==> src/rtl/alu_pkg.sv <==
`default_nettype none
// ============================================================================
//  Module   : alu_pkg
//  Purpose  : Shared definitions for the sequential ALU. This package holds
//             the operation codes, the FSM state encodings, and the flag
//             helper functions used by seq_alu.
//  Revision : 1.0  initial release
// ============================================================================
package alu_pkg;

    // Operation codes presented on alu_op
    localparam logic [2:0] OP_ADD = 3'd0;
    localparam logic [2:0] OP_SUB = 3'd1;
    localparam logic [2:0] OP_MUL = 3'd2;
    localparam logic [2:0] OP_DIV = 3'd3;
    localparam logic [2:0] OP_AND = 3'd4;
    localparam logic [2:0] OP_OR  = 3'd5;
    localparam logic [2:0] OP_XOR = 3'd6;
    localparam logic [2:0] OP_REM = 3'd7;

    // Controller state encodings
    typedef logic [2:0] state_t;
    localparam state_t ST_IDLE = 3'd0;
    localparam state_t ST_ONE  = 3'd1;
    localparam state_t ST_PREP = 3'd2;
    localparam state_t ST_ITER = 3'd3;
    localparam state_t ST_FIX  = 3'd4;
    localparam state_t ST_DONE = 3'd5;

    // Returns 1 for the ops that can finish in a single cycle
    function automatic logic is_single_cycle(input logic [2:0] op);
        return (op == OP_ADD) || (op == OP_SUB) || (op == OP_AND) ||
               (op == OP_OR)  || (op == OP_XOR);
    endfunction

    // Signed overflow for a+b: both operands have the same sign, and the
    // result has the opposite sign
    function automatic logic add_ovf(input logic a_msb, input logic b_msb,
                                     input logic r_msb);
        return (a_msb == b_msb) && (r_msb != a_msb);
    endfunction

    // Signed overflow for a-b: the operands have different signs, and the
    // result sign differs from the sign of a
    function automatic logic sub_ovf(input logic a_msb, input logic b_msb,
                                     input logic r_msb);
        return (a_msb != b_msb) && (r_msb != a_msb);
    endfunction

endpackage
`default_nettype wire

==> src/rtl/seq_alu_if.sv <==
`default_nettype none
// ============================================================================
//  Module   : seq_alu_if
//  Purpose  : Request/response bundle for seq_alu.
//             Request side : in_valid, in_ready, a, b, alu_op
//             Response side: out_valid, out_ready, result, V, C, Z, S, dz
//             master = the producer/consumer pipeline stage
//             slave  = the ALU
//  Revision : 1.0  initial release
// ============================================================================
interface seq_alu_if #(
    parameter int WIDTH = 32
);
    logic             in_valid;
    logic             in_ready;
    logic [WIDTH-1:0] a;
    logic [WIDTH-1:0] b;
    logic [2:0]       alu_op;
    logic             out_valid;
    logic             out_ready;
    logic [WIDTH-1:0] result;
    logic             V;
    logic             C;
    logic             Z;
    logic             S;
    logic             dz;

    modport master (
        output in_valid, a, b, alu_op, out_ready,
        input  in_ready, out_valid, result, V, C, Z, S, dz
    );

    modport slave (
        input  in_valid, a, b, alu_op, out_ready,
        output in_ready, out_valid, result, V, C, Z, S, dz
    );
endinterface
`default_nettype wire

==> src/rtl/seq_muldiv_unit.sv <==
`default_nettype none
// ============================================================================
//  Module   : seq_muldiv_unit
//  Purpose  : Unsigned iterative engine. It runs one bit per cycle for
//             WIDTH cycles.
//             - Multiply: shift-add. hi accumulates, and lo holds the
//               multiplier and then the low product bits.
//             - Divide  : restoring division. hi holds the partial
//               remainder, and lo holds the dividend and then the quotient.
//  Ports    : clk, rst_n        clock, async active-low reset
//             start, op         load operands (op==OP_MUL selects multiply)
//             opa, opb          unsigned magnitudes (opa = multiplicand /
//                               dividend, opb = multiplier / divisor)
//             done              high during the final iteration cycle
//             prod, quot, rem   results, valid the cycle after done
//  Revision : 1.0  initial release
// ============================================================================
module seq_muldiv_unit
    import alu_pkg::*;
#(
    parameter int WIDTH = 32
) (
    input  wire logic               clk,
    input  wire logic               rst_n,
    input  wire logic               start,
    input  wire logic [2:0]         op,
    input  wire logic [WIDTH-1:0]   opa,
    input  wire logic [WIDTH-1:0]   opb,
    output logic                    done,
    output logic [2*WIDTH-1:0]      prod,
    output logic [WIDTH-1:0]        quot,
    output logic [WIDTH-1:0]        rem
);
    localparam int CW = (WIDTH > 1) ? $clog2(WIDTH) : 1;

    logic [WIDTH-1:0] r_hi;
    logic [WIDTH-1:0] r_lo;
    logic [WIDTH-1:0] r_m;
    logic [CW-1:0]    r_cnt;
    logic             r_busy;
    logic             r_div;

    logic [WIDTH:0]   w_sum;
    logic [WIDTH:0]   w_shift;
    logic [WIDTH:0]   w_trial;
    logic [WIDTH-1:0] w_hi_nxt;
    logic [WIDTH-1:0] w_lo_nxt;

    // Done is combinational, so the controller can leave ITER on the same
    // edge that retires the last bit.
    assign done = r_busy && (r_cnt == CW'(WIDTH - 1));

    always_comb begin
        w_sum    = {1'b0, r_hi} + (r_lo[0] ? {1'b0, r_m} : {(WIDTH+1){1'b0}});
        w_shift  = {r_hi, r_lo[WIDTH-1]};
        w_trial  = w_shift - {1'b0, r_m};
        w_hi_nxt = r_hi;
        w_lo_nxt = r_lo;
        if (r_div) begin
            // When the trial subtraction is non-negative, keep it and
            // shift in a quotient 1. Otherwise restore the shifted value.
            if (!w_trial[WIDTH]) begin
                w_hi_nxt = w_trial[WIDTH-1:0];
                w_lo_nxt = {r_lo[WIDTH-2:0], 1'b1};
            end else begin
                w_hi_nxt = w_shift[WIDTH-1:0];
                w_lo_nxt = {r_lo[WIDTH-2:0], 1'b0};
            end
        end else begin
            // Shift the (carry, accumulator, multiplier) chain right by one
            w_hi_nxt = w_sum[WIDTH:1];
            w_lo_nxt = {w_sum[0], r_lo[WIDTH-1:1]};
        end
    end

    always_ff @(posedge clk or negedge rst_n) begin
        if (!rst_n) begin
            r_hi   <= '0;
            r_lo   <= '0;
            r_m    <= '0;
            r_cnt  <= '0;
            r_busy <= 1'b0;
            r_div  <= 1'b0;
        end else if (start) begin
            r_hi   <= '0;
            r_lo   <= (op == OP_MUL) ? opb : opa;
            r_m    <= (op == OP_MUL) ? opa : opb;
            r_cnt  <= '0;
            r_busy <= 1'b1;
            r_div  <= (op != OP_MUL);
        end else if (r_busy) begin
            r_hi   <= w_hi_nxt;
            r_lo   <= w_lo_nxt;
            r_cnt  <= r_cnt + 1'b1;
            if (done) begin
                r_busy <= 1'b0;
            end
        end
    end

    assign prod = {r_hi, r_lo};
    assign quot = r_lo;
    assign rem  = r_hi;

endmodule
`default_nettype wire

==> src/rtl/seq_alu.sv <==
`default_nettype none
// ============================================================================
//  Module   : seq_alu
//  Purpose  : Registered ALU with valid/ready handshakes on both sides.
//             - ADD/SUB/logic ops take 1 cycle when FAST_LOGIC=1.
//             - MUL/DIV/REM, and every op when FAST_LOGIC=0, run through
//               PREP / ITER(WIDTH cycles) / FIX.
//  Ports    : clk     rising-edge clock
//             rst_n   asynchronous active-low reset
//             bus     seq_alu_if.slave
//                     (in_valid/in_ready/a/b/alu_op,
//                      out_valid/out_ready/result/V/C/Z/S/dz)
//  Revision : 1.0  initial release
// ============================================================================
module seq_alu
    import alu_pkg::*;
#(
    parameter int WIDTH      = 32,
    parameter int FAST_LOGIC = 1
) (
    input  wire logic  clk,
    input  wire logic  rst_n,
    seq_alu_if.slave   bus
);
    localparam logic [WIDTH-1:0] c_min  = {1'b1, {(WIDTH-1){1'b0}}};
    localparam logic [WIDTH-1:0] c_ones = {WIDTH{1'b1}};

    state_t           r_state;
    state_t           w_next;
    logic             r_in_ready;
    logic [WIDTH-1:0] r_a;
    logic [WIDTH-1:0] r_b;
    logic [2:0]       r_op;
    logic [WIDTH-1:0] r_result;
    logic             r_v, r_c, r_z, r_s, r_dz;

    logic             w_accept;
    logic             w_fast_op;
    logic             w_start;
    logic             w_load;
    logic             w_out_valid;

    logic             w_eng_done;
    logic [2*WIDTH-1:0] w_prod;
    logic [WIDTH-1:0] w_quot;
    logic [WIDTH-1:0] w_rem;

    logic [WIDTH-1:0] w_abs_a;
    logic [WIDTH-1:0] w_abs_b;
    logic             w_neg_q;
    logic [2*WIDTH-1:0] w_prod_s;
    logic [WIDTH:0]   w_hi_ext;
    logic [WIDTH-1:0] w_quot_s;
    logic [WIDTH-1:0] w_rem_s;

    logic [WIDTH-1:0] w_res;
    logic             w_v, w_c, w_dz;

    assign w_accept  = bus.in_valid && r_in_ready && (r_state == ST_IDLE);
    assign w_fast_op = (FAST_LOGIC != 0) && is_single_cycle(bus.alu_op);

    // ------------------------------------------------------------------
    // State register. in_ready is registered, so it stays low during
    // reset and rises on the first edge after release.
    // ------------------------------------------------------------------
    always_ff @(posedge clk or negedge rst_n) begin
        if (!rst_n) begin
            r_state    <= ST_IDLE;
            r_in_ready <= 1'b0;
        end else begin
            r_state    <= w_next;
            r_in_ready <= (w_next == ST_IDLE);
        end
    end

    // Next-state logic
    always_comb begin
        w_next = r_state;
        case (r_state)
            ST_IDLE: if (w_accept) w_next = w_fast_op ? ST_ONE : ST_PREP;
            ST_ONE:  w_next = ST_DONE;
            ST_PREP: w_next = ST_ITER;
            ST_ITER: if (w_eng_done) w_next = ST_FIX;
            ST_FIX:  w_next = ST_DONE;
            ST_DONE: if (bus.out_ready) w_next = ST_IDLE;
            default: w_next = ST_IDLE;
        endcase
    end

    // Output / control decode
    always_comb begin
        w_start     = (r_state == ST_PREP);
        w_load      = (r_state == ST_ONE) || (r_state == ST_FIX);
        w_out_valid = (r_state == ST_DONE);
    end

    // ------------------------------------------------------------------
    // Magnitudes feed the engine. The sign is taken back from the
    // captured operands in FIX. |MIN| is exactly representable as an
    // unsigned WIDTH-bit value.
    // ------------------------------------------------------------------
    assign w_abs_a = r_a[WIDTH-1] ? (~r_a + 1'b1) : r_a;
    assign w_abs_b = r_b[WIDTH-1] ? (~r_b + 1'b1) : r_b;

    seq_muldiv_unit #(.WIDTH(WIDTH)) u_muldiv (
        .clk   (clk),
        .rst_n (rst_n),
        .start (w_start),
        .op    (r_op),
        .opa   (w_abs_a),
        .opb   (w_abs_b),
        .done  (w_eng_done),
        .prod  (w_prod),
        .quot  (w_quot),
        .rem   (w_rem)
    );

    assign w_neg_q  = r_a[WIDTH-1] ^ r_b[WIDTH-1];
    assign w_prod_s = w_neg_q ? (~w_prod + 1'b1) : w_prod;
    assign w_quot_s = w_neg_q ? (~w_quot + 1'b1) : w_quot;
    assign w_rem_s  = r_a[WIDTH-1] ? (~w_rem + 1'b1) : w_rem;
    // The product fits in WIDTH bits iff its top WIDTH+1 bits are all equal
    assign w_hi_ext = w_prod_s[2*WIDTH-1:WIDTH-1];

    // Result and V/C/dz for the captured op. Engine outputs are only
    // meaningful in FIX, which is the only time they are loaded.
    always_comb begin
        w_res = '0;
        w_v   = 1'b0;
        w_c   = 1'b0;
        w_dz  = 1'b0;
        case (r_op)
            OP_ADD: begin
                {w_c, w_res} = {1'b0, r_a} + {1'b0, r_b};
                w_v = add_ovf(r_a[WIDTH-1], r_b[WIDTH-1], w_res[WIDTH-1]);
            end
            OP_SUB: begin
                w_res = r_a - r_b;
                w_c   = (r_a < r_b);
                w_v   = sub_ovf(r_a[WIDTH-1], r_b[WIDTH-1], w_res[WIDTH-1]);
            end
            OP_AND: w_res = r_a & r_b;
            OP_OR:  w_res = r_a | r_b;
            OP_XOR: w_res = r_a ^ r_b;
            OP_MUL: begin
                w_res = w_prod_s[WIDTH-1:0];
                w_v   = !((&w_hi_ext) || !(|w_hi_ext));
            end
            OP_DIV: begin
                if (r_b == '0) begin
                    w_res = c_ones;
                    w_dz  = 1'b1;
                end else begin
                    // MIN / -1 negates 2^(WIDTH-1) back to MIN, so only V
                    // needs special handling.
                    w_res = w_quot_s;
                    w_v   = (r_a == c_min) && (r_b == c_ones);
                end
            end
            OP_REM: begin
                if (r_b == '0) begin
                    w_res = r_a;
                    w_dz  = 1'b1;
                end else begin
                    w_res = w_rem_s;
                end
            end
            default: w_res = '0;
        endcase
    end

    // ------------------------------------------------------------------
    // Operand capture and the result/flag registers. These registers
    // hold their values while waiting for out_ready.
    // ------------------------------------------------------------------
    always_ff @(posedge clk or negedge rst_n) begin
        if (!rst_n) begin
            r_a      <= '0;
            r_b      <= '0;
            r_op     <= OP_ADD;
            r_result <= '0;
            r_v      <= 1'b0;
            r_c      <= 1'b0;
            r_z      <= 1'b0;
            r_s      <= 1'b0;
            r_dz     <= 1'b0;
        end else begin
            if (w_accept) begin
                r_a  <= bus.a;
                r_b  <= bus.b;
                r_op <= bus.alu_op;
            end
            if (w_load) begin
                r_result <= w_res;
                r_v      <= w_v;
                r_c      <= w_c;
                r_z      <= (w_res == '0);
                r_s      <= w_res[WIDTH-1];
                r_dz     <= w_dz;
            end
        end
    end

    assign bus.in_ready  = r_in_ready;
    assign bus.out_valid = w_out_valid;
    assign bus.result    = r_result;
    assign bus.V         = r_v;
    assign bus.C         = r_c;
    assign bus.Z         = r_z;
    assign bus.S         = r_s;
    assign bus.dz        = r_dz;

endmodule
`default_nettype wire
==> src/flat_wrapper.sv <==
// flat-port wrapper written by rule: the top's interface ports become plain ports
module seq_alu_flat import alu_pkg::*;
#(
    parameter int WIDTH      = 32,
    parameter int FAST_LOGIC = 1
)
  (clk, rst_n, bus_in_valid, bus_a, bus_b, bus_alu_op, bus_out_ready, bus_in_ready, bus_out_valid, bus_result, bus_V, bus_C, bus_Z, bus_S, bus_dz);
  seq_alu_if #(.WIDTH(WIDTH)) bus_i ();
  input  wire logic clk;
  input  wire logic rst_n;
  input wire logic [$bits(bus_i.in_valid)-1:0] bus_in_valid;
  input wire logic [$bits(bus_i.a)-1:0] bus_a;
  input wire logic [$bits(bus_i.b)-1:0] bus_b;
  input wire logic [$bits(bus_i.alu_op)-1:0] bus_alu_op;
  input wire logic [$bits(bus_i.out_ready)-1:0] bus_out_ready;
  output wire logic [$bits(bus_i.in_ready)-1:0] bus_in_ready;
  output wire logic [$bits(bus_i.out_valid)-1:0] bus_out_valid;
  output wire logic [$bits(bus_i.result)-1:0] bus_result;
  output wire logic [$bits(bus_i.V)-1:0] bus_V;
  output wire logic [$bits(bus_i.C)-1:0] bus_C;
  output wire logic [$bits(bus_i.Z)-1:0] bus_Z;
  output wire logic [$bits(bus_i.S)-1:0] bus_S;
  output wire logic [$bits(bus_i.dz)-1:0] bus_dz;
  assign bus_i.in_valid = bus_in_valid;
  assign bus_i.a = bus_a;
  assign bus_i.b = bus_b;
  assign bus_i.alu_op = bus_alu_op;
  assign bus_i.out_ready = bus_out_ready;
  assign bus_in_ready = bus_i.in_ready;
  assign bus_out_valid = bus_i.out_valid;
  assign bus_result = bus_i.result;
  assign bus_V = bus_i.V;
  assign bus_C = bus_i.C;
  assign bus_Z = bus_i.Z;
  assign bus_S = bus_i.S;
  assign bus_dz = bus_i.dz;
  seq_alu #(.WIDTH(WIDTH), .FAST_LOGIC(FAST_LOGIC)) u_core (.clk(clk), .rst_n(rst_n), .bus(bus_i));
endmodule
==> config.mk <==
export PLATFORM = sky130hd
export DESIGN_NAME = seq_alu_flat
export DESIGN_NICKNAME = d
export VERILOG_FILES = /design/src/rtl/alu_pkg.sv /design/src/rtl/seq_alu_if.sv /design/src/rtl/seq_muldiv_unit.sv /design/src/rtl/seq_alu.sv /design/src/flat_wrapper.sv
export SDC_FILE = /design/constraint.sdc
export NUM_CORES = 1
export LEC_CHECK = 0
export CORE_ASPECT_RATIO = 0.9
export CORE_MARGIN = 2
export CORE_UTILIZATION = 30
export DETAILED_ROUTE_END_ITERATION = 10
export PLACE_DENSITY = 0.56
export SYNTH_ARGS = -nofsm -noshare
export SYNTH_HDL_FRONTEND = slang
export SYNTH_SLANG_ARGS = --single-unit
==> constraint.sdc <==
create_clock -name clk -period 4.1 [get_ports clk]
set_clock_uncertainty 0.05 [all_clocks]
set_input_delay 0.41 -clock clk [delete_from_list [all_inputs] [get_ports clk]]
set_output_delay 0.41 -clock clk [all_outputs]
set_load 0.005 [all_outputs]
Word-level counts from Yosys, hierarchy flattened

Index checks and enable logic that the tools add are counted.

Logic and storage cells: 120
Input port bits: 71
Flip-flop bits (word level): 211
Output and inout port bits: 39

Bitwise logic cells: 9
Add/subtract/negate cells: 10
Muxes and demuxes: 34
Equality and inequality tests: 24
$lt $le $gt $ge: 1
Reduce and logical (&&, ||, !) cells: 25

Operators by type and width:

| cell                    | number |
|---|---|
| $mux W32                | 16 |
| $pmux W32 S8            | 1 |
| $add A32 B1 Y32 const B | 4 |
| $not A32 Y32            | 4 |
| $add A32 B32 Y33        | 2 |
| $add A64 B1 Y64 const B | 1 |
| $eq A32 B32 Y1 const B  | 2 |
| $logic_not A32 Y1       | 2 |
| $mux W64                | 1 |
| $not A64 Y64            | 1 |
| $reduce_and A33 Y1      | 1 |
| $reduce_or A33 Y1       | 1 |
| $sub A33 B32 Y33        | 1 |
| $and A32 B32 Y32        | 1 |
| $lt A32 B32 Y1          | 1 |
| $or A32 B32 Y32         | 1 |
| $sub A32 B32 Y32        | 1 |
| $xor A32 B32 Y32        | 1 |
| $eq A3 B3 Y1 const B    | 9 |
| $pmux W3 S5             | 1 |
| $eq A3 B2 Y1 const B    | 4 |
| $logic_not A3 Y1        | 4 |
| $mux W5                 | 2 |
| $eq A3 B1 Y1 const B    | 3 |
| 16 further kinds        | 38 |

Depth between registers and ports, before layout

Gate-level depths: netlist of run 1.

Depth in word-level cells: 9
Mapped depth: 18

By module

A second synthesis of run 1 with hierarchy kept.

Cells, all modules: 3,357
Area, all modules: 24,910.1 µm²

By module, submodules not included:

| module          | area each (µm²) | times used | cells an instance | seq. area each (µm²) |
|---|---|---|---|---|
| seq_alu         | 14,940.6        | 1          | 2,124             | 2,677.6 |
| seq_muldiv_unit | 9,969.6         | 1          | 1,233             | 2,577.5 |

Least setup slack after synthesis of run 1

OpenSTA, ideal clock, no wires.

Kind: register -> register
Start: register u_core.u_muldiv.r_lo[7] (netlist: u_core.u_muldiv.quot[7])
End: register u_core.r_v (netlist: u_core.bus.V)
Clock period less this slack: 4,237 ps
Buffers on the path: 3
Path slack: -137 ps
Arrival: 4,041 ps
Data required time: 3,904 ps
Cell stages (with the launch flop): 16
Library setup time: 146 ps
Cells stage by stage: dfrtp_1 > clkbuf_1 > nor4_1 > nand4b_1 > or2_1 > clkbuf_1 > or3_1 > or3_1 > clkbuf_1 > xnor2_1 > or4_1 > a2111oi_0 > nand4_1 > or4_1 > o211ai_1 > a221oi_1

Word-level cells in the longest chain between the ends: 8
Elaborated cells between the ends (all ways): 9
Those cells by class: 1 x add/sub; 2 x mux; 1 x bitwise; 5 x reduce/logical

Ends and longest elaborated chain:

| element                | line                  | source |
|---|---|---|
| start, declared        | seq_muldiv_unit.sv:37 | `logic [WIDTH-1:0] r_lo;` |
| start signal, assigned | seq_muldiv_unit.sv:86 | `r_lo <= (op == OP_MUL) ? opb : opa;` |
| start signal, assigned | seq_muldiv_unit.sv:93 | `r_lo <= w_lo_nxt;` |
| $not A64 Y64 *         | seq_alu.sv:119        | `assign w_prod_s = w_neg_q ? (~w_prod + 1'b1) : w_prod;` |
| $add A64 B1 Y64 *      | seq_alu.sv:119        |  |
| $mux W64 *             | seq_alu.sv:119        |  |
| $reduce_or A33 Y1      | seq_alu.sv:147        | `w_v = !((&w_hi_ext) \|\| !(\|w_hi_ext));` |
| $logic_not A1 Y1       | seq_alu.sv:147        |  |
| $logic_or A1 B1 Y1 *   | seq_alu.sv:147        |  |
| $logic_not A1 Y1 *     | seq_alu.sv:147        |  |
| $pmux W1 S4 *          | seq_alu.sv:132        | `case (r_op)` |
| end signal, assigned   | seq_alu.sv:195        | `r_v <= w_v;` |
| end, declared          | seq_alu.sv:35         | `logic r_v, r_c, r_z, r_s, r_dz;` |

Mark *: on every way between the ends. The rest lies on a longest branch, timed or not.
A chain may end at the register's enable or synchronous reset.

Final worst setup path of run 1

Start: register u_core.u_muldiv.r_hi[6] (netlist: u_core.u_muldiv.rem[6])
End: register u_core.u_muldiv.r_hi[18] (netlist: u_core.u_muldiv.rem[18])

Word-level cells in the longest chain between the ends: 5
Elaborated cells between the ends (all ways): 6
Those cells by class: 2 x add/sub; 4 x mux

Ends and longest elaborated chain:

| element                | line                  | source |
|---|---|---|
| start, declared        | seq_muldiv_unit.sv:36 | `logic [WIDTH-1:0] r_hi;` |
| start signal, assigned | seq_muldiv_unit.sv:92 | `r_hi <= w_hi_nxt;` |
| $sub A33 B32 Y33       | seq_muldiv_unit.sv:56 | `w_trial = w_shift - {1'b0, r_m};` |
| $mux W32               | seq_muldiv_unit.sv:62 | `if (!w_trial[WIDTH]) begin` |
| $mux W32 *             | seq_muldiv_unit.sv:59 | `if (r_div) begin` |
| $mux W32 *             | seq_muldiv_unit.sv:91 | `end else if (r_busy) begin` |
| $mux W32 *             | seq_muldiv_unit.sv:84 | `end else if (start) begin` |

Mark *: on every way between the ends. The rest lies on a longest branch, timed or not. The select of a mux whose other input is x is not followed.

==> impl_metrics.env, run 1 <==
export IMPL_run_status="complete, but fails checks"
export IMPL_violations="negative setup slack"
export IMPL_initial_utilization_pct=30.3
export IMPL_post_route_util_pct=39.8
export IMPL_min_to="u_core.r_b[27]$_DFFE_PN0P_"
export IMPL_synth_top_area_cell="dfrtp_1"
export IMPL_port_buffer_count=109
export IMPL_cts_root_buf="clkbuf_16"
export IMPL_grt_antenna_before_repair=2
export IMPL_fin_nets=3766
export IMPL_clock_latency_ns=0.59
export IMPL_clock_sinks=210
export IMPL_area_growth_pct=31.5
export IMPL_cts_tree="yes"
export IMPL_synth_cell_types=94
export IMPL_rsz0062_at_grt="yes"
export IMPL_drv_cap=0
export IMPL_die_w_um=296
export IMPL_fp_dieH_um=267
export IMPL_rr_startpoint="u_core.u_muldiv.rem[6]$_DFFE_PN0P_"
export IMPL_fmax_mhz=236
export IMPL_min_path_cells=3
export IMPL_grt_pass1_wl_um=149000
export IMPL_dp_hpwl_um=78600
export IMPL_synth_yosys_seq_area_share_pct=22.8
export IMPL_worstSetupPathType="reg -> reg"
export IMPL_drive_gt1_share_pct=20.7
export IMPL_r2r_cells=16
export IMPL_cts_buffers=27
export IMPL_synth_warning_count=0
export IMPL_period_minus_slack_ns=4.24
export IMPL_ys_ff_latch=210
export IMPL_setup_viol=17
export IMPL_preCtsSetupSlack_ns=-0.506
export IMPL_cp_end_kind="register"
export IMPL_vias=25600
export IMPL_routed_wl_um=100000
export IMPL_r2r_end="u_core.u_muldiv.rem[18]$_DFFE_PN0P_"
export IMPL_synth_ff_type="dfrtp_1"
export IMPL_io_pins=110
export IMPL_path_clk_slew_ns=0.06
export IMPL_grt_pass1_vias=24000
export IMPL_dr_pass1_iters=7
export IMPL_min_period_over_period_pct=104
export IMPL_tightest_slew_ns=0.984
export IMPL_min_from="bus_b[27]"
export IMPL_clockBufferDepth=3
export IMPL_drt_vias_per_instance=5.60
export IMPL_cp_max_fo=7
export IMPL_core_mm2=0.0763
export IMPL_worstPathRequired_ns=4.52
export IMPL_timing_slew_headroom_pct=34.1
export IMPL_synthArstFlopShare_pct=100
export IMPL_htreeDepth=1
export IMPL_place_congestion=0.994
export IMPL_cp_start_kind="register"
export IMPL_grt_max_degree=102
export IMPL_grt_ovfl_total=0
export IMPL_synth_enable_flop_cells=0
export IMPL_yosysTopAreaCellShare_pct=22.8
export IMPL_wire_per_inst_um=21.9
export IMPL_syn_inst=3097
export IMPL_critPathArrivalTime_ns=4.66
export IMPL_rows=96
export IMPL_synth_area_mm2=0.0231
export IMPL_die_area_mm2=0.0792
export IMPL_rrSetupSlack_ns=-0.14
export IMPL_synthTopCellsByArea="dfrtp_1 23%, ha_1 9.1%, o21ai_0 7.3%"
export IMPL_drcViolationCount=0
export IMPL_fin_tns_setup_ns=-0.987
export IMPL_maxSlewViolCount=0
export IMPL_drt_iter0_drc=2710
export IMPL_postRouteAntennaNets=0
export IMPL_setup_slack_ns=-0.144
export IMPL_synth_area_per_cell_um2=7.45
export IMPL_hold_ws_ns=0.331
export IMPL_min_path_type="in -> reg"
export IMPL_synth_nets=3339
export IMPL_grt_usage_pct=24.4
export IMPL_finalHoldViolCount=0
## area by class of cell
type | instances | area [µm²]
Tap cell | 1029 | 1290
Clock buffer | 35 | 766
Antenna cell | 1 | 2.50
Fill cell | 7973 | 45900
Sequential cell | 210 | 5270
Inverter | 154 | 588
Multi-Input combinational cell | 2504 | 17000
Clock inverter | 14 | 160
Timing Repair Buffer | 627 | 5250
## cell usage after synthesis, drive strengths merged, types with 9 or more instances
master and number:
o21ai 352, nand2 339, nor2 234, dfrtp 210, a21oi 209, clkbuf 195, ha 167, inv 152
xnor2 133, o211ai 90, mux2i 82, xor2 71, nor3 66, a21o 59, nand3 58, o31ai 47
nand4 40, nor4 40, a31oi 35, buf 34, o22ai 34, a211oi 33, nand2b 33, or3 32
or4 31, o41ai 26, nor2b 21, o21bai 20, or2 17, a32oi 14, and3 14, o21a 14
o221ai 14, mux2 12, and2 11, a2111oi 10, a221oi 9, o2111ai 9
## metrics by stage
stage	cell area, µm²	cells
final	30300	4574
after floorplan	23100	3097
after global routing	30300	4573
after CTS	29700	4554
after global placement	28500	4502
after detailed placement	28500	4502
## cell families after synthesis
logic type	count (synthesis)	share of synthesized area, %
xor+xnor	204	7.74
simple gates	971	20.2
compound gates	1063	29.4
flops	210	22.8
mux	95	4.24
buf+inv	383	6.34
fa+ha+maj	171	9.40
## metal layers
layer	GRT usage, %	share of wire (%)	routed length [µm]	vias up
li1	-	-	-	12200
met1	36.3	47	46700	12300
met2	37.7	43	43300	1015
met3	2.79	7.8	7770	115
met4	5.20	2.3	2330	0
met5	0	0	0	-
## state kept, by name (all words and copies together) (netlist names), 5 cells and up
signal                 cells
u_core.u_muldiv.r_cnt      5
u_core.bus.result         31
u_core.r_b                32
u_core.u_muldiv.r_m       32
u_core.r_a                32
u_core.u_muldiv.rem       32
u_core.u_muldiv.quot      32
## worst max-delay path, stage by stage, from the launching register on
cell	delay, ns
dfrtp_1	0.47
buf_4	0.20
ha_1	0.37
nand3_1	0.14
a211o_1	0.35
a21o_1	0.26
a2111o_1	0.52
a311oi_2	0.29
buf_4	0.17
nor4bb_4	0.05
nor3_2	0.28
clkbuf_16	0.25
buf_4	0.12
buf_6	0.08
mux2_2	0.32
a21oi_2	0.13
nor2_1	0.05
## cells in the final DEF (no fill, tap or decap), types with 10 or more instances in the layout
master             n
nand2_1          330
nor3_1            60
clkbuf_16         29
nor2_1           228
nand3_1           58
xor2_1            71
o21ai_0          316
clkdlybuf4s50_1  108
mux2i_1           81
o21bai_1          20
buf_6             13
a21o_1            59
dfrtp_1          204
and3_1            13
o211ai_1          90
o41ai_1           23
xnor2_1          133
o22ai_1           33
ha_1             158
buf_4            487
a32oi_1           14
a31oi_1           34
o31ai_1           44
o21ai_1           31
a211oi_1          19
o21a_1            14
or2_2             14
nand2b_1          31
or4_1             22
nand4_1           40
mux2_2            11
or3_1             25
a21oi_1          202
a211oi_2          13
buf_12            10
nor2b_1           20
o221ai_1          14
inv_1            145
nor4_1            32
## how the worst max path moves through the flow
stage                                         startpoint                                  end  slack [ns]  cells past startpoint
floorplan            u_core.u_muldiv.rem[20]$_DFFE_PN0P_             u_core.bus.V$_DFFE_PN0P_       0.002                     13
global placement               u_core.r_b[0]$_DFFE_PN0P_             u_core.bus.Z$_DFFE_PN0P_       -0.47                     15
detailed placement             u_core.r_b[1]$_DFFE_PN0P_             u_core.bus.Z$_DFFE_PN0P_       -0.51                     14
CTS                            u_core.r_b[6]$_DFFE_PN0P_             u_core.bus.Z$_DFFE_PN0P_       -0.09                     14
global route        u_core.u_muldiv.quot[31]$_DFFE_PN0P_  u_core.u_muldiv.rem[18]$_DFFE_PN0P_       -0.29                     19
finish                u_core.u_muldiv.rem[6]$_DFFE_PN0P_  u_core.u_muldiv.rem[18]$_DFFE_PN0P_       -0.14                     16
## what timing repair did
action / CTS / global route
pin swaps: 14 / 80
hold endpoints to repair: 98 / 0
cloned: 0 / 2
endpoints found under the setup margin: 8 / 41
hold buffers: 1 / 0
setup buffers: 2 / 17
gates resized for setup: 59 / 119
Power of run 1 is not shown: default switching activity piles up to over one toggle a cycle in this logic, so the estimate is an artifact.
==> run 2, diff against run 1 <==
- clock period: 4.1 -> 3.7 ns (I/O delays scaled with it)
==> run 2 against run 1 <==
Compared with the run above:
- non-clock buffer count is 181 higher
- the flow still finishes with violations (negative setup slack)
- via count increased by 3.7%
- critical path depth fell by 1
- critical path type unchanged
- cell count rose by 4.0%
- highest routed layer is now met5
==> impl_metrics.env, run 2 (synthesized netlist as in run 1, its figures left out) <==
export IMPL_worstPathRequired_ns=4.17
export IMPL_cp_slowest_cell="or4_4"
export IMPL_rows=96
export IMPL_r2r_end="u_core.bus.Z$_DFFE_PN0P_"
export IMPL_initial_utilization_pct=30.3
export IMPL_fin_tns_setup_ns=-8.61
export IMPL_wire_per_inst_um=21.6
export IMPL_htreeDepth=1
export IMPL_setup_viol=40
export IMPL_violations="negative setup slack"
export IMPL_clock_latency_ns=0.59
export IMPL_path_clk_slew_ns=0.06
export IMPL_grt_pass1_vias=25200
export IMPL_grt_max_degree=109
export IMPL_io_pins=110
export IMPL_area_growth_pct=39.5
export IMPL_cp_end_kind="register"
export IMPL_clockBufferDepth=3
export IMPL_die_w_um=296
export IMPL_timing_slew_headroom_pct=43.5
export IMPL_mostFrequentLayoutCell="buf_4"
export IMPL_drcViolationCount=0
export IMPL_drt_iter0_drc=2357
export IMPL_min_from="bus_b[27]"
export IMPL_max_stage_delay_ns=0.62
export IMPL_min_path_type="in -> reg"
export IMPL_clock_sinks=210
export IMPL_grt_antenna_before_repair=4
export IMPL_fp_dieH_um=267
export IMPL_vias=26500
export IMPL_cp_start_kind="register"
export IMPL_grt_ovfl_total=0
export IMPL_critical_path_top_delay_family="compound AO/OA/AOI/OAI gates"
export IMPL_cp_max_fo=2
export IMPL_drv_cap=0
export IMPL_period_minus_slack_ns=4.23
export IMPL_drive_gt1_share_pct=26.4
export IMPL_postRouteAntennaNets=0
export IMPL_cts_root_buf="clkbuf_16"
export IMPL_maxSlewViolCount=0
export IMPL_r2r_cells=15
export IMPL_min_period_over_period_pct=114
export IMPL_drt_vias_per_instance=5.58
export IMPL_dr_pass1_iters=7
export IMPL_dp_hpwl_um=81100
export IMPL_routed_wl_um=103000
export IMPL_rr_startpoint="u_core.r_b[0]$_DFFE_PN0P_"
export IMPL_rsz0062_at_grt="yes"
export IMPL_crit_path_cell_trace="buf_6 > ha_4 > fa_2 > a211oi_4 > o21ai_2 > a211oi_2 > o221a_2 > a31oi_1 > a2111o_1 > nand4bb_4 > or4_4 > nor4_4 > and4bb_1 > nor4b_4 > a32o_1"
export IMPL_min_path_cells=3
export IMPL_rrSetupSlack_ns=-0.53
export IMPL_most_common_layout_cells="662 x buf_4, 323 x nand2_1, 310 x o21ai_0"
export IMPL_worstSetupPathType="reg -> reg"
export IMPL_place_congestion=0.982
export IMPL_preCtsSetupSlack_ns=-0.953
export IMPL_finalHoldViolCount=0
export IMPL_grt_pass1_wl_um=155000
export IMPL_worst_path_buf_inv=1
export IMPL_fmax_mhz=236
export IMPL_run_status="complete, but fails checks"
export IMPL_core_mm2=0.0763
export IMPL_cts_tree="yes"
export IMPL_die_area_mm2=0.0792
export IMPL_setup_slack_ns=-0.532
export IMPL_port_buffer_count=109
export IMPL_fillers=7824
export IMPL_tightest_slew_ns=0.839
export IMPL_fin_nets=3947
export IMPL_critPathArrivalTime_ns=4.70
export IMPL_cts_buffers=27
export IMPL_grt_usage_pct=25.3
export IMPL_min_to="u_core.r_b[27]$_DFFE_PN0P_"
==> run 2: cell types whose count changed in the layout (fill, tap and decap cells not counted), moves of 5 or more <==
cell     delta
inv_1       -5
a21oi_1     -9
o21ai_0     -6
nand2_1     -7
a21oi_2     +8
buf_4     +175
o21ai_2     +5
nor2_1      -5
buf_6       +7
ha_1        -8
ha_4        +7
==> run 2: how the worst max path moves through the flow <==
stage                                         startpoint                        to  depth (start not counted)
detailed placement             u_core.r_b[0]$_DFFE_PN0P_  u_core.bus.Z$_DFFE_PN0P_                         14
global route                   u_core.r_b[0]$_DFFE_PN0P_  u_core.bus.Z$_DFFE_PN0P_                         15
CTS                            u_core.r_b[0]$_DFFE_PN0P_  u_core.bus.Z$_DFFE_PN0P_                         16
global placement               u_core.r_a[0]$_DFFE_PN0P_  u_core.bus.Z$_DFFE_PN0P_                         14
finish                         u_core.r_b[0]$_DFFE_PN0P_  u_core.bus.Z$_DFFE_PN0P_                         15
floorplan           u_core.u_muldiv.quot[12]$_DFFE_PN0P_  u_core.bus.V$_DFFE_PN0P_                         15
==> run 2: per-layer routing <==
metal | wire [µm] | up-vias | GRT usage, % | share of wire [%]
li1 | - | 12500 | - | -
met1 | 47700 | 12800 | 37.0 | 46
met2 | 43200 | 1047 | 37.7 | 42
met3 | 7930 | 193 | 3.62 | 7.7
met4 | 3800 | 4 | 8.09 | 3.7
met5 | 178 | - | 1.50 | 0.17
==> run 2: repair_timing <==
item,4_1_cts,5_1_grt
endpoints found under the hold margin,87,0
pin swaps,88,78
hold buffers,1,0
buffers inserted,18,22
gates resized for setup,155,115
cloned,3,0
endpoints found under the setup margin,46,48
==> run 2: cell type report <==
class                      count  area [µm²]  area share (%)
clock inverter                15         211           0.657
multi-input combinational   2504       17500            54.2
tap                         1029        1290            4.00
timing repair buffer         808        6610            20.5
sequential                   210        5270            16.4
clock buffer                  34         762            2.37
inverter                     154         598            1.86
antenna                        1        2.50         0.00777
==> run 2: stage by stage <==
step           area, µm²  hold slack [ns]  utilization, %  cells
6_report           32200            0.293            42.2   4755
5_1_grt            32200            0.294            42.2   4754
4_1_cts            31700            0.275            41.5   4737
3_5_place_dp       29800            0.368            39.1   4668
3_3_place_gp       29800            0.369            39.1   4668
2_1_floorplan      23200           0.0244               -   3097
==> run 2: tightest hold or removal path: cells and delay by family <==
kind / cells / cell delay [ns]
compound gates: 1 / 0.07
buf+inv: 1 / 0.40
simple gates: 1 / 0.05
Power of run 2 is left out for the same reason.
